==> config.mk <==
export PLATFORM = sky130hd
export DESIGN_NAME = move_pulse_gen_flat
export DESIGN_NICKNAME = d
export VERILOG_FILES = /design/src/rtl/move_pulse_gen_if.sv /design/src/rtl/move_pulse_gen.sv /design/src/flat_wrapper.sv
export SDC_FILE = /design/constraint.sdc
export NUM_CORES = 1
export LEC_CHECK = 0
export ABC_AREA = 0
export CELL_PAD_IN_SITES_DETAIL_PLACEMENT = 0
export CELL_PAD_IN_SITES_GLOBAL_PLACEMENT = 1
export CORE_ASPECT_RATIO = 1.1
export CORE_MARGIN = 2
export CORE_UTILIZATION = 40
export CTS_CLUSTER_DIAMETER = 120
export DETAILED_ROUTE_END_ITERATION = 8
export PLACE_DENSITY = 0.7
export SLEW_MARGIN = 20
export SYNTH_ARGS = -nofsm -noshare
export SYNTH_HDL_FRONTEND = slang
export SYNTH_SLANG_ARGS = --single-unit
==> constraint.sdc <==
create_clock -name clk -period 7 [get_ports clk]
set_clock_uncertainty 0.05 [all_clocks]
set_input_delay 1.4 -clock clk [delete_from_list [all_inputs] [get_ports clk]]
set_output_delay 1.4 -clock clk [all_outputs]
set_load 0.05 [all_outputs]
==> src/rtl/move_pulse_gen_if.sv <==
// move_pulse_gen_if
//   Bundles the controls and pulse outputs of move_pulse_gen.
//   master : the side that drives the controls and reads the pulses (top level / bench).
//   slave  : the generator itself.
// Signals
//   enable    controls -> generator  0 clears all counters and silences move
//   btn       controls -> generator  debounced buttons {right,left,down,up}
//   accel_x   controls -> generator  sign-magnitude tilt, sign 1 = right
//   accel_y   controls -> generator  sign-magnitude tilt, sign 1 = up/forward
//   move      generator -> consumer  one-cycle move pulses {right,left,down,up}
//   level_x   generator -> consumer  current X tilt level (0 when inactive)
//   level_y   generator -> consumer  current Y tilt level (0 when inactive)
//   tilt_act  generator -> consumer  {x_active,y_active}
interface move_pulse_gen_if #(
  parameter int ACC_W = 9
);
  logic             enable;
  logic [3:0]       btn;
  logic [ACC_W-1:0] accel_x;
  logic [ACC_W-1:0] accel_y;
  logic [3:0]       move;
  logic [1:0]       level_x;
  logic [1:0]       level_y;
  logic [1:0]       tilt_act;

  modport master (
    output enable, btn, accel_x, accel_y,
    input  move, level_x, level_y, tilt_act
  );

  modport slave (
    input  enable, btn, accel_x, accel_y,
    output move, level_x, level_y, tilt_act
  );
endinterface

==> src/rtl/move_pulse_gen.sv <==
// move_pulse_gen
//   Turns debounced buttons and sign-magnitude accelerometer tilt into registered
//   one-cycle move pulses for the Ball. Buttons fire on press and then auto-repeat
//   every BTN_PERIOD clocks; tilt fires at a rate that doubles per tilt level.
// Ports
//   clk    system clock
//   reset  asynchronous, active-high
//   bus    move_pulse_gen_if.slave: enable, btn, accel_x/y in; move, level_x/y, tilt_act out
module move_pulse_gen #(
  parameter int ACC_W       = 9,
  parameter int BTN_PERIOD  = 1111111,
  parameter int BASE_PERIOD = 1666666,
  parameter int DEADZONE    = 16,
  parameter int LEVEL_SHIFT = 5,
  parameter int MAX_LEVEL   = 3,
  parameter int CNT_W       = 32,
  parameter int CANCEL_OPP  = 1
) (
  input  logic               clk,
  input  logic               reset,
  move_pulse_gen_if.slave    bus
);

  localparam logic [ACC_W-2:0] DZ      = (ACC_W-1)'(DEADZONE);
  localparam logic [ACC_W-2:0] ML      = (ACC_W-1)'(MAX_LEVEL);
  localparam logic [CNT_W-1:0] BTN_LIM = CNT_W'(BTN_PERIOD - 1);
  localparam logic [CNT_W-1:0] BASE    = CNT_W'(BASE_PERIOD);

  // Only called for active magnitudes, so the subtraction never wraps.
  function automatic logic [1:0] level_of(input logic [ACC_W-2:0] mag);
    logic [ACC_W-2:0] step;
    step = (mag - DZ) >> LEVEL_SHIFT;
    if (step > ML) return ML[1:0];
    return step[1:0];
  endfunction

  // Axis index 0 = X, 1 = Y throughout.
  logic [1:0][ACC_W-1:0] accel;
  assign accel = {bus.accel_y, bus.accel_x};

  logic [1:0]            act_q, act_d, sgn_q, sgn_d;
  logic [1:0]            was_act_q, was_act_d, dir_q, dir_d;
  logic [1:0][1:0]       lvl_q, lvl_d;
  logic [1:0][CNT_W-1:0] tcnt_q, tcnt_d;
  logic [1:0][CNT_W-1:0] period;
  logic [3:0]            tilt_raw;
  logic [3:0][CNT_W-1:0] bcnt_q, bcnt_d;
  logic [3:0]            bprev_q, bprev_d, btn_raw;
  logic [3:0]            move_q, move_d;

  // Tilt decode keeps running while disabled so level/active outputs track the inputs.
  always_comb begin
    act_d = '0;
    sgn_d = '0;
    lvl_d = '0;
    for (int a = 0; a < 2; a++) begin
      act_d[a] = accel[a][ACC_W-2:0] > DZ;
      sgn_d[a] = accel[a][ACC_W-1];
      if (act_d[a]) lvl_d[a] = level_of(accel[a][ACC_W-2:0]);
    end
  end

  // A sign flip is only recognised when the axis was active on both sides of it;
  // the >= compare lets a level increase fire at once on an already-long count.
  always_comb begin
    tcnt_d    = '0;
    tilt_raw  = '0;
    period    = '0;
    was_act_d = act_q;
    dir_d     = sgn_q;
    for (int a = 0; a < 2; a++) begin
      period[a] = BASE >> lvl_q[a];
      if (bus.enable && act_q[a] && !(was_act_q[a] && (dir_q[a] != sgn_q[a]))) begin
        if (tcnt_q[a] >= period[a] - CNT_W'(1)) begin
          tcnt_d[a] = '0;
          if (a == 0) begin
            tilt_raw[3] = sgn_q[0];
            tilt_raw[2] = ~sgn_q[0];
          end else begin
            tilt_raw[0] = sgn_q[1];
            tilt_raw[1] = ~sgn_q[1];
          end
        end else begin
          tcnt_d[a] = tcnt_q[a] + CNT_W'(1);
        end
      end
    end
  end

  // Edge memory is forced low while disabled so a held button re-fires on enable.
  always_comb begin
    bcnt_d  = '0;
    btn_raw = '0;
    bprev_d = bus.enable ? bus.btn : 4'b0000;
    for (int i = 0; i < 4; i++) begin
      if (bus.enable && bus.btn[i]) begin
        if (!bprev_q[i]) begin
          btn_raw[i] = 1'b1;
        end else if (bcnt_q[i] == BTN_LIM) begin
          btn_raw[i] = 1'b1;
        end else begin
          bcnt_d[i] = bcnt_q[i] + CNT_W'(1);
        end
      end
    end
  end

  // OR-merging makes simultaneous button and tilt events a single pulse.
  always_comb begin
    move_d = btn_raw | tilt_raw;
    if (CANCEL_OPP != 0) begin
      if (&move_d[3:2]) move_d[3:2] = 2'b00;
      if (&move_d[1:0]) move_d[1:0] = 2'b00;
    end
    if (!bus.enable) move_d = '0;
  end

  always_ff @(posedge clk or posedge reset) begin
    if (reset) begin
      act_q     <= '0;
      sgn_q     <= '0;
      lvl_q     <= '0;
      was_act_q <= '0;
      dir_q     <= '0;
      tcnt_q    <= '0;
      bcnt_q    <= '0;
      bprev_q   <= '0;
      move_q    <= '0;
    end else begin
      act_q     <= act_d;
      sgn_q     <= sgn_d;
      lvl_q     <= lvl_d;
      was_act_q <= was_act_d;
      dir_q     <= dir_d;
      tcnt_q    <= tcnt_d;
      bcnt_q    <= bcnt_d;
      bprev_q   <= bprev_d;
      move_q    <= move_d;
    end
  end

  assign bus.move     = move_q;
  assign bus.level_x  = lvl_q[0];
  assign bus.level_y  = lvl_q[1];
  assign bus.tilt_act = {act_q[0], act_q[1]};

endmodule

==> src/flat_wrapper.sv <==
// flat-port wrapper written by rule: the top's interface ports become plain ports
module move_pulse_gen_flat 
#(
  parameter int ACC_W       = 9,
  parameter int BTN_PERIOD  = 1111111,
  parameter int BASE_PERIOD = 1666666,
  parameter int DEADZONE    = 16,
  parameter int LEVEL_SHIFT = 5,
  parameter int MAX_LEVEL   = 3,
  parameter int CNT_W       = 32,
  parameter int CANCEL_OPP  = 1
)
  (clk, reset, bus_enable, bus_btn, bus_accel_x, bus_accel_y, bus_move, bus_level_x, bus_level_y, bus_tilt_act);
  move_pulse_gen_if #(.ACC_W(ACC_W)) bus_i ();
  input  logic clk;
  input  logic reset;
  input wire logic [$bits(bus_i.enable)-1:0] bus_enable;
  input wire logic [$bits(bus_i.btn)-1:0] bus_btn;
  input wire logic [$bits(bus_i.accel_x)-1:0] bus_accel_x;
  input wire logic [$bits(bus_i.accel_y)-1:0] bus_accel_y;
  output wire logic [$bits(bus_i.move)-1:0] bus_move;
  output wire logic [$bits(bus_i.level_x)-1:0] bus_level_x;
  output wire logic [$bits(bus_i.level_y)-1:0] bus_level_y;
  output wire logic [$bits(bus_i.tilt_act)-1:0] bus_tilt_act;
  assign bus_i.enable = bus_enable;
  assign bus_i.btn = bus_btn;
  assign bus_i.accel_x = bus_accel_x;
  assign bus_i.accel_y = bus_accel_y;
  assign bus_move = bus_i.move;
  assign bus_level_x = bus_i.level_x;
  assign bus_level_y = bus_i.level_y;
  assign bus_tilt_act = bus_i.tilt_act;
  move_pulse_gen #(.ACC_W(ACC_W), .BTN_PERIOD(BTN_PERIOD), .BASE_PERIOD(BASE_PERIOD), .DEADZONE(DEADZONE), .LEVEL_SHIFT(LEVEL_SHIFT), .MAX_LEVEL(MAX_LEVEL), .CNT_W(CNT_W), .CANCEL_OPP(CANCEL_OPP)) u_core (.clk(clk), .reset(reset), .bus(bus_i));
endmodule
# After elaboration in Yosys (flattened, before gate mapping)
# Cells that the tools add are included.
[classes]
add_sub_neg = 10
n_lt_le_gt_ge = 6
eq_ne = 6
shifts = 2
mux = 46
bitwise = 3
reduce_logical = 14
[ops]
columns = ["operator", "n"]
rows = [
  ["$mux 32", 16],
  ["$add 32x1->32 const B", 6],
  ["$eq 32x21->1 const B", 4],
  ["$ge 32x32->1", 2],
  ["$shr 21x2->32 const A", 2],
  ["$sub 32x1->32 const B", 2],
  ["$mux 2", 10],
  ["$gt 8x5->1 const B", 2],
  ["$mux 1", 16],
  ["$mux 4", 4],
  ["$sub 8x5->8 const B", 2],
  ["$logic_and 1x1->1", 10],
  ["$gt 3x2->1 const B", 2],
  ["$or 4x4->4", 1],
  ["$reduce_and 2->1", 2],
  ["$logic_not 1->1", 2],
  ["$ne 1x1->1", 2],
  ["$not 1->1", 2],
]
[totals]
ff_bits = 212
in_bits = 25
out_inout_bits = 10

# Logic depth before layout (Yosys ltp)
[depth]
word_depth = 11
mapped_depth = 15

# Worst setup path before layout
# No wires, ideal clock.
[synth_timing]
path_type = "reg-to-reg"
start = "register u_core.lvl_q (netlist bit u_core.bus.level_x[0])"
end = "register u_core.tcnt_q[13] in the netlist's numbering"
arrival_ns = 3.288
required_time_ns = 6.879
setup_slack_ns = 3.591
stages_incl_launch_ff = 16
path_buffers = 1
path_cell_list = "dfrtp_1 inv_1 ha_1 or2_2 inv_1 ha_1 and4_1 xnor2_1 ha_1 a21oi_1 o21a_1 o221ai_1 o31ai_1 nand3_1 buf_4 nor2_1"
[synth_rtl]
columns = ["element", "line_no", "rtl"]
rows = [
  ["from (decl)", "move_pulse_gen.sv:43", "logic [1:0][1:0] lvl_q, lvl_d;"],
  ["from (signal assigned)", "move_pulse_gen.sv:132", "lvl_q <= lvl_d;"],
  ["to (signal assigned)", "move_pulse_gen.sv:135", "tcnt_q <= tcnt_d;"],
  ["to (decl)", "move_pulse_gen.sv:44", "logic [1:0][CNT_W-1:0] tcnt_q, tcnt_d;"],
]

==> impl_results.html <==
<table>
<tr><th>Metric</th><th>Value</th></tr>
<tr><th colspan="2">Place</th></tr>
<tr><td>Weighted congestion reported at the end of routability-driven placement</td><td>0.796</td></tr>
<tr><td>Instance area after placement</td><td>12900 µm²</td></tr>
<tr><td># placed instances</td><td>1680</td></tr>
<tr><td>Setup slack at placement</td><td>3.23 ns</td></tr>
<tr><td>Sum of net half-perimeters after detailed placement</td><td>17100 µm</td></tr>
<tr><td>Buffers on Ports</td><td>34</td></tr>
<tr><th colspan="2">Synthesis</th></tr>
<tr><td>Syn Area/Cell</td><td>9.56 µm²</td></tr>
<tr><td>Gate count of the mapped netlist</td><td>1272</td></tr>
<tr><td>Number of storage elements in the synthesis netlist</td><td>212</td></tr>
<tr><td>Top flip-flop cell by instance count after synthesis</td><td>sky130_fd_sc_hd__dfrtp_1</td></tr>
<tr><td>Number of warnings printed during yosys synthesis</td><td>0</td></tr>
<tr><td>Portion of the post-synthesis area used by sequential elements</td><td>43.6%</td></tr>
<tr><td>Unique masters post-synth</td><td>54</td></tr>
<tr><td>Synth async-reset ratio</td><td>100%</td></tr>
<tr><td>Number of flops mapped to enable cells by yosys</td><td>0</td></tr>
<tr><td>Post-synthesis instance area</td><td>12200 µm²</td></tr>
<tr><th colspan="2">Timing</th></tr>
<tr><td>Fin crit period</td><td>3.76 ns</td></tr>
<tr><td>Slack of the critical path</td><td>3.24 ns</td></tr>
<tr><td>RSZ-0062 raised after global routing</td><td>false</td></tr>
<tr><td>Slew HR</td><td>36.8%</td></tr>
<tr><td>Final setup vio count</td><td>0</td></tr>
<tr><td>Peak clock frequency supported by timing</td><td>0.266 GHz</td></tr>
<tr><td>Share of the clock period used by the worst path after layout</td><td>53.7%</td></tr>
<tr><td>Post-route worst hold slack</td><td>0.349 ns</td></tr>
<tr><td>Actual slew at the worst max-slew pin</td><td>0.944 ns</td></tr>
<tr><td>Setup total negative slack</td><td>0 ns</td></tr>
<tr><td>Final slew viol count</td><td>0</td></tr>
<tr><td>Total count of hold-check failures in the final report</td><td>0</td></tr>
<tr><th colspan="2">Setup path</th></tr>
<tr><td>Type of element capturing the critical path</td><td>flip-flop</td></tr>
<tr><td>Setup slack on the worst flop-to-flop path</td><td>3.24 ns</td></tr>
<tr><td>Path type of the worst setup path</td><td>flip-flop to flip-flop</td></tr>
<tr><td>Element type at the critical path start</td><td>flip-flop</td></tr>
<tr><td>Reg-to-Reg Start</td><td>u_core.bus.level_y[0]</td></tr>
<tr><td>WP data arrival</td><td>4.15 ns</td></tr>
<tr><td>Crit Path Max Fanout</td><td>32</td></tr>
<tr><td>Start point of the critical path</td><td>u_core.bus.level_y[0]</td></tr>
<tr><td>CP required</td><td>7.39 ns</td></tr>
<tr><th colspan="2">Clocking</th></tr>
<tr><td>Clock tree from TritonCTS</td><td>built</td></tr>
<tr><td>Clock Latency Late Sink</td><td>0.53 ns</td></tr>
<tr><td>Clock Pin Slew Worst Setup and Hold Paths</td><td>0.06 ns</td></tr>
<tr><td>Post-CTS Setup Bufs</td><td>0</td></tr>
<tr><td>Number of cells upsized or downsized after cts</td><td>0</td></tr>
<tr><td>Hold buffer count at cts</td><td>0</td></tr>
<tr><td>Root buf cell</td><td>sky130_fd_sc_hd__clkbuf_16</td></tr>
<tr><td>Total clock buffers created by CTS</td><td>25</td></tr>
<tr><td>Clock net sink count</td><td>212</td></tr>
<tr><td>Number of buffers on the longest clock path</td><td>3</td></tr>
<tr><td>Htree depth</td><td>1</td></tr>
<tr><th colspan="2">Drt</th></tr>
<tr><td>Highest metal used</td><td>met4</td></tr>
<tr><td>Number of iterations in the first detailed-routing pass</td><td>4</td></tr>
<tr><td>Post-DR wirelength/cell</td><td>14.3 µm</td></tr>
<tr><td>DRC violation total after the first TritonRoute iteration</td><td>485</td></tr>
<tr><td>Average vias per placed instance</td><td>5.11</td></tr>
<tr><td>Met2 routed wirelength</td><td>11200 µm</td></tr>
<tr><td>Detailed Route WL</td><td>24700 µm</td></tr>
<tr><td>Metal3 WL</td><td>801 µm</td></tr>
<tr><td>Wire length on met1</td><td>12100 µm</td></tr>
<tr><td>Vias</td><td>8805</td></tr>
<tr><td>DR DRC count</td><td>0</td></tr>
<tr><td>Number of nets still failing antenna checks after routing</td><td>0</td></tr>
<tr><th colspan="2">Job</th></tr>
<tr><td>Maximum capacitance violations</td><td>0</td></tr>
<tr><th colspan="2">Finish</th></tr>
<tr><td>Final Util</td><td>46.5%</td></tr>
<tr><td>Final cell count without fillers</td><td>1724</td></tr>
<tr><td>Most common cell after layout, fill and taps aside</td><td>sky130_fd_sc_hd__nor2_1</td></tr>
<tr><td>Final net count</td><td>1455</td></tr>
<tr><td>Layout overhead on the synthesized area</td><td>13.6%</td></tr>
<tr><td>Proportion of layout cells with a drive suffix above 1</td><td>5.26%</td></tr>
<tr><td>Number of diodes</td><td>0</td></tr>
<tr><td>Highest-count cells in the layout ignoring fill and taps</td><td>sky130_fd_sc_hd__nor2_1, sky130_fd_sc_hd__dfrtp_1, sky130_fd_sc_hd__xor2_1, sky130_fd_sc_hd__ha_1, sky130_fd_sc_hd__nand2_1</td></tr>
<tr><td>Post-Layout Inst Area</td><td>13800 µm²</td></tr>
<tr><th colspan="2">Pwr</th></tr>
<tr><td>Leak</td><td>5.96 nW</td></tr>
<tr><td>Worst IR drop on VDD</td><td>0.000154 V</td></tr>
<tr><td>Power per standard cell area</td><td>200 nW/µm²</td></tr>
<tr><td>Tot Pwr</td><td>2.77 mW</td></tr>
<tr><th colspan="2">Floorplan</th></tr>
<tr><td>Die span in y</td><td>187 µm</td></tr>
<tr><td>Initial Utilization</td><td>40.9%</td></tr>
<tr><td>Area of the core region</td><td>29700 µm²</td></tr>
<tr><td>Chip width</td><td>170 µm</td></tr>
<tr><td>Floorplan row count</td><td>66</td></tr>
<tr><td>Die ar.</td><td>31800 µm²</td></tr>
<tr><td>Boundary Pins</td><td>35</td></tr>
<tr><th colspan="2">Worst hold path</th></tr>
<tr><td>Start point of the worst hold path</td><td>u_core.act_q[0]</td></tr>
<tr><td>Path type of the worst min-delay path</td><td>flip-flop to flip-flop</td></tr>
<tr><th colspan="2">Run status</th></tr>
<tr><td>Run status</td><td>complete, no violations</td></tr>
<tr><th colspan="2">GRT</th></tr>
<tr><td>First-pass GRT wire length</td><td>43200 µm</td></tr>
<tr><td>Total routing resource utilization after global routing</td><td>16.1%</td></tr>
<tr><td>Sum of overflow across all layers after global routing</td><td>0</td></tr>
<tr><td>Via count of the first global-routing pass</td><td>8834</td></tr>
<tr><td>Number of antenna violations at the first check in global routing</td><td>0</td></tr>
<tr><td>Maximum number of pins on one net before global-route repair</td><td>114</td></tr>
</table>
==> synth_stat cells, types with 4 or more instances <==
library cell / count / area, µm²
sky130_fd_sc_hd__nor2_1: 244 / 916
sky130_fd_sc_hd__dfrtp_1: 212 / 5310
sky130_fd_sc_hd__xor2_1: 114 / 998
sky130_fd_sc_hd__nand2_1: 98 / 368
sky130_fd_sc_hd__ha_1: 96 / 1200
sky130_fd_sc_hd__xnor2_1: 72 / 631
sky130_fd_sc_hd__nand3_1: 63 / 315
sky130_fd_sc_hd__nand4_1: 61 / 382
sky130_fd_sc_hd__inv_1: 52 / 195
sky130_fd_sc_hd__a21oi_1: 33 / 165
sky130_fd_sc_hd__and4_1: 29 / 254
sky130_fd_sc_hd__and3_1: 27 / 169
sky130_fd_sc_hd__nor3_1: 19 / 95.1
sky130_fd_sc_hd__nor4_1: 16 / 100
sky130_fd_sc_hd__buf_2: 14 / 70.1
sky130_fd_sc_hd__and2_1: 13 / 81.3
sky130_fd_sc_hd__nor4b_1: 13 / 114
sky130_fd_sc_hd__o21ai_0: 11 / 55.1
sky130_fd_sc_hd__o21a_1: 6 / 45.0
sky130_fd_sc_hd__or3_1: 6 / 37.5
sky130_fd_sc_hd__clkbuf_1: 5 / 18.8
sky130_fd_sc_hd__nand4_2: 4 / 50.1
sky130_fd_sc_hd__nor2_2: 4 / 25.0
sky130_fd_sc_hd__nor4_4: 4 / 85.1
sky130_fd_sc_hd__o31ai_1: 4 / 30.0
==> final timing paths <==
kind,end,depth (start not counted)
worst max-delay path,u_core.tcnt_q[36],12
worst min-delay path,u_core.was_act_q[0],0
worst max register to register,u_core.tcnt_q[36],12
worst min register to register,u_core.was_act_q[0],0
max in group asynchronous,u_core.tcnt_q[8],4
min in group asynchronous,u_core.tcnt_q[48],2
==> critical path: stages, from the launching register on <==
cell and delay (ns):
sky130_fd_sc_hd__dfrtp_1 0.46, sky130_fd_sc_hd__inv_1 0.17, sky130_fd_sc_hd__ha_1 0.38, sky130_fd_sc_hd__inv_1 0.15
sky130_fd_sc_hd__nand2_1 0.10, sky130_fd_sc_hd__o41ai_1 0.41, sky130_fd_sc_hd__ha_1 0.33, sky130_fd_sc_hd__nand4_1 0.15
sky130_fd_sc_hd__nor4_1 0.08, sky130_fd_sc_hd__a311o_1 0.40, sky130_fd_sc_hd__o21ai_2 0.16, sky130_fd_sc_hd__nand3_2 0.55
sky130_fd_sc_hd__nor2_1 0.28
==> layout make-up <==
class	count	area, µm²
clock buffers	34	719
well taps	374	468
flip-flops and latches	212	5310
repair buffers	39	403
fillers	2900	15900
inverters	52	199
multi-input cells	1004	6600
clock inverters	9	124
==> kinds of logic (layout without fill, tap and decap cells) <==
| kind of cell | count (synthesis) | count (layout) | share of synthesized area [%] |
|---|---|---|---|
| AO/OA/AOI/OAI | 84 | 84 | 4.66 |
| XOR/XNOR | 186 | 186 | 13.4 |
| adder cells (fa/ha/maj) | 96 | 96 | 9.88 |
| buffers and inverters | 77 | 134 | 2.80 |
| flip-flops | 212 | 212 | 43.6 |
| other | 1 | 22 | 0.0308 |
| AND/OR/NAND/NOR | 616 | 616 | 25.6 |
==> routing by layer <==
metal	up-vias	GRT usage, %
met5	-	0
met1	4185	22.7
li1	4487	-
met4	0	4.17
met3	43	2.39
met2	90	26.0
==> where the power goes <==
part	switching [mW]	total (mW)	internal, mW
logic	0.122	0.187	0.0647
registers	0.0106	1.25	1.23
clock network	0.512	1.34	0.823
==> sequential cells by signal, summed over array words and instances, names as in the netlist <==
| name | cells |
|---|---|
| u_core.bcnt_q | 128 |
| u_core.was_act_q | 2 |
| u_core.dir_d | 2 |
| u_core.bus.move | 4 |
| u_core.act_q | 2 |
| u_core.bprev_q | 4 |
| u_core.tcnt_q | 64 |
| u_core.bus.level_y | 2 |
| u_core.bus.level_x | 2 |
| u_core.dir_q | 2 |
(Power assumes the default switching activity.)
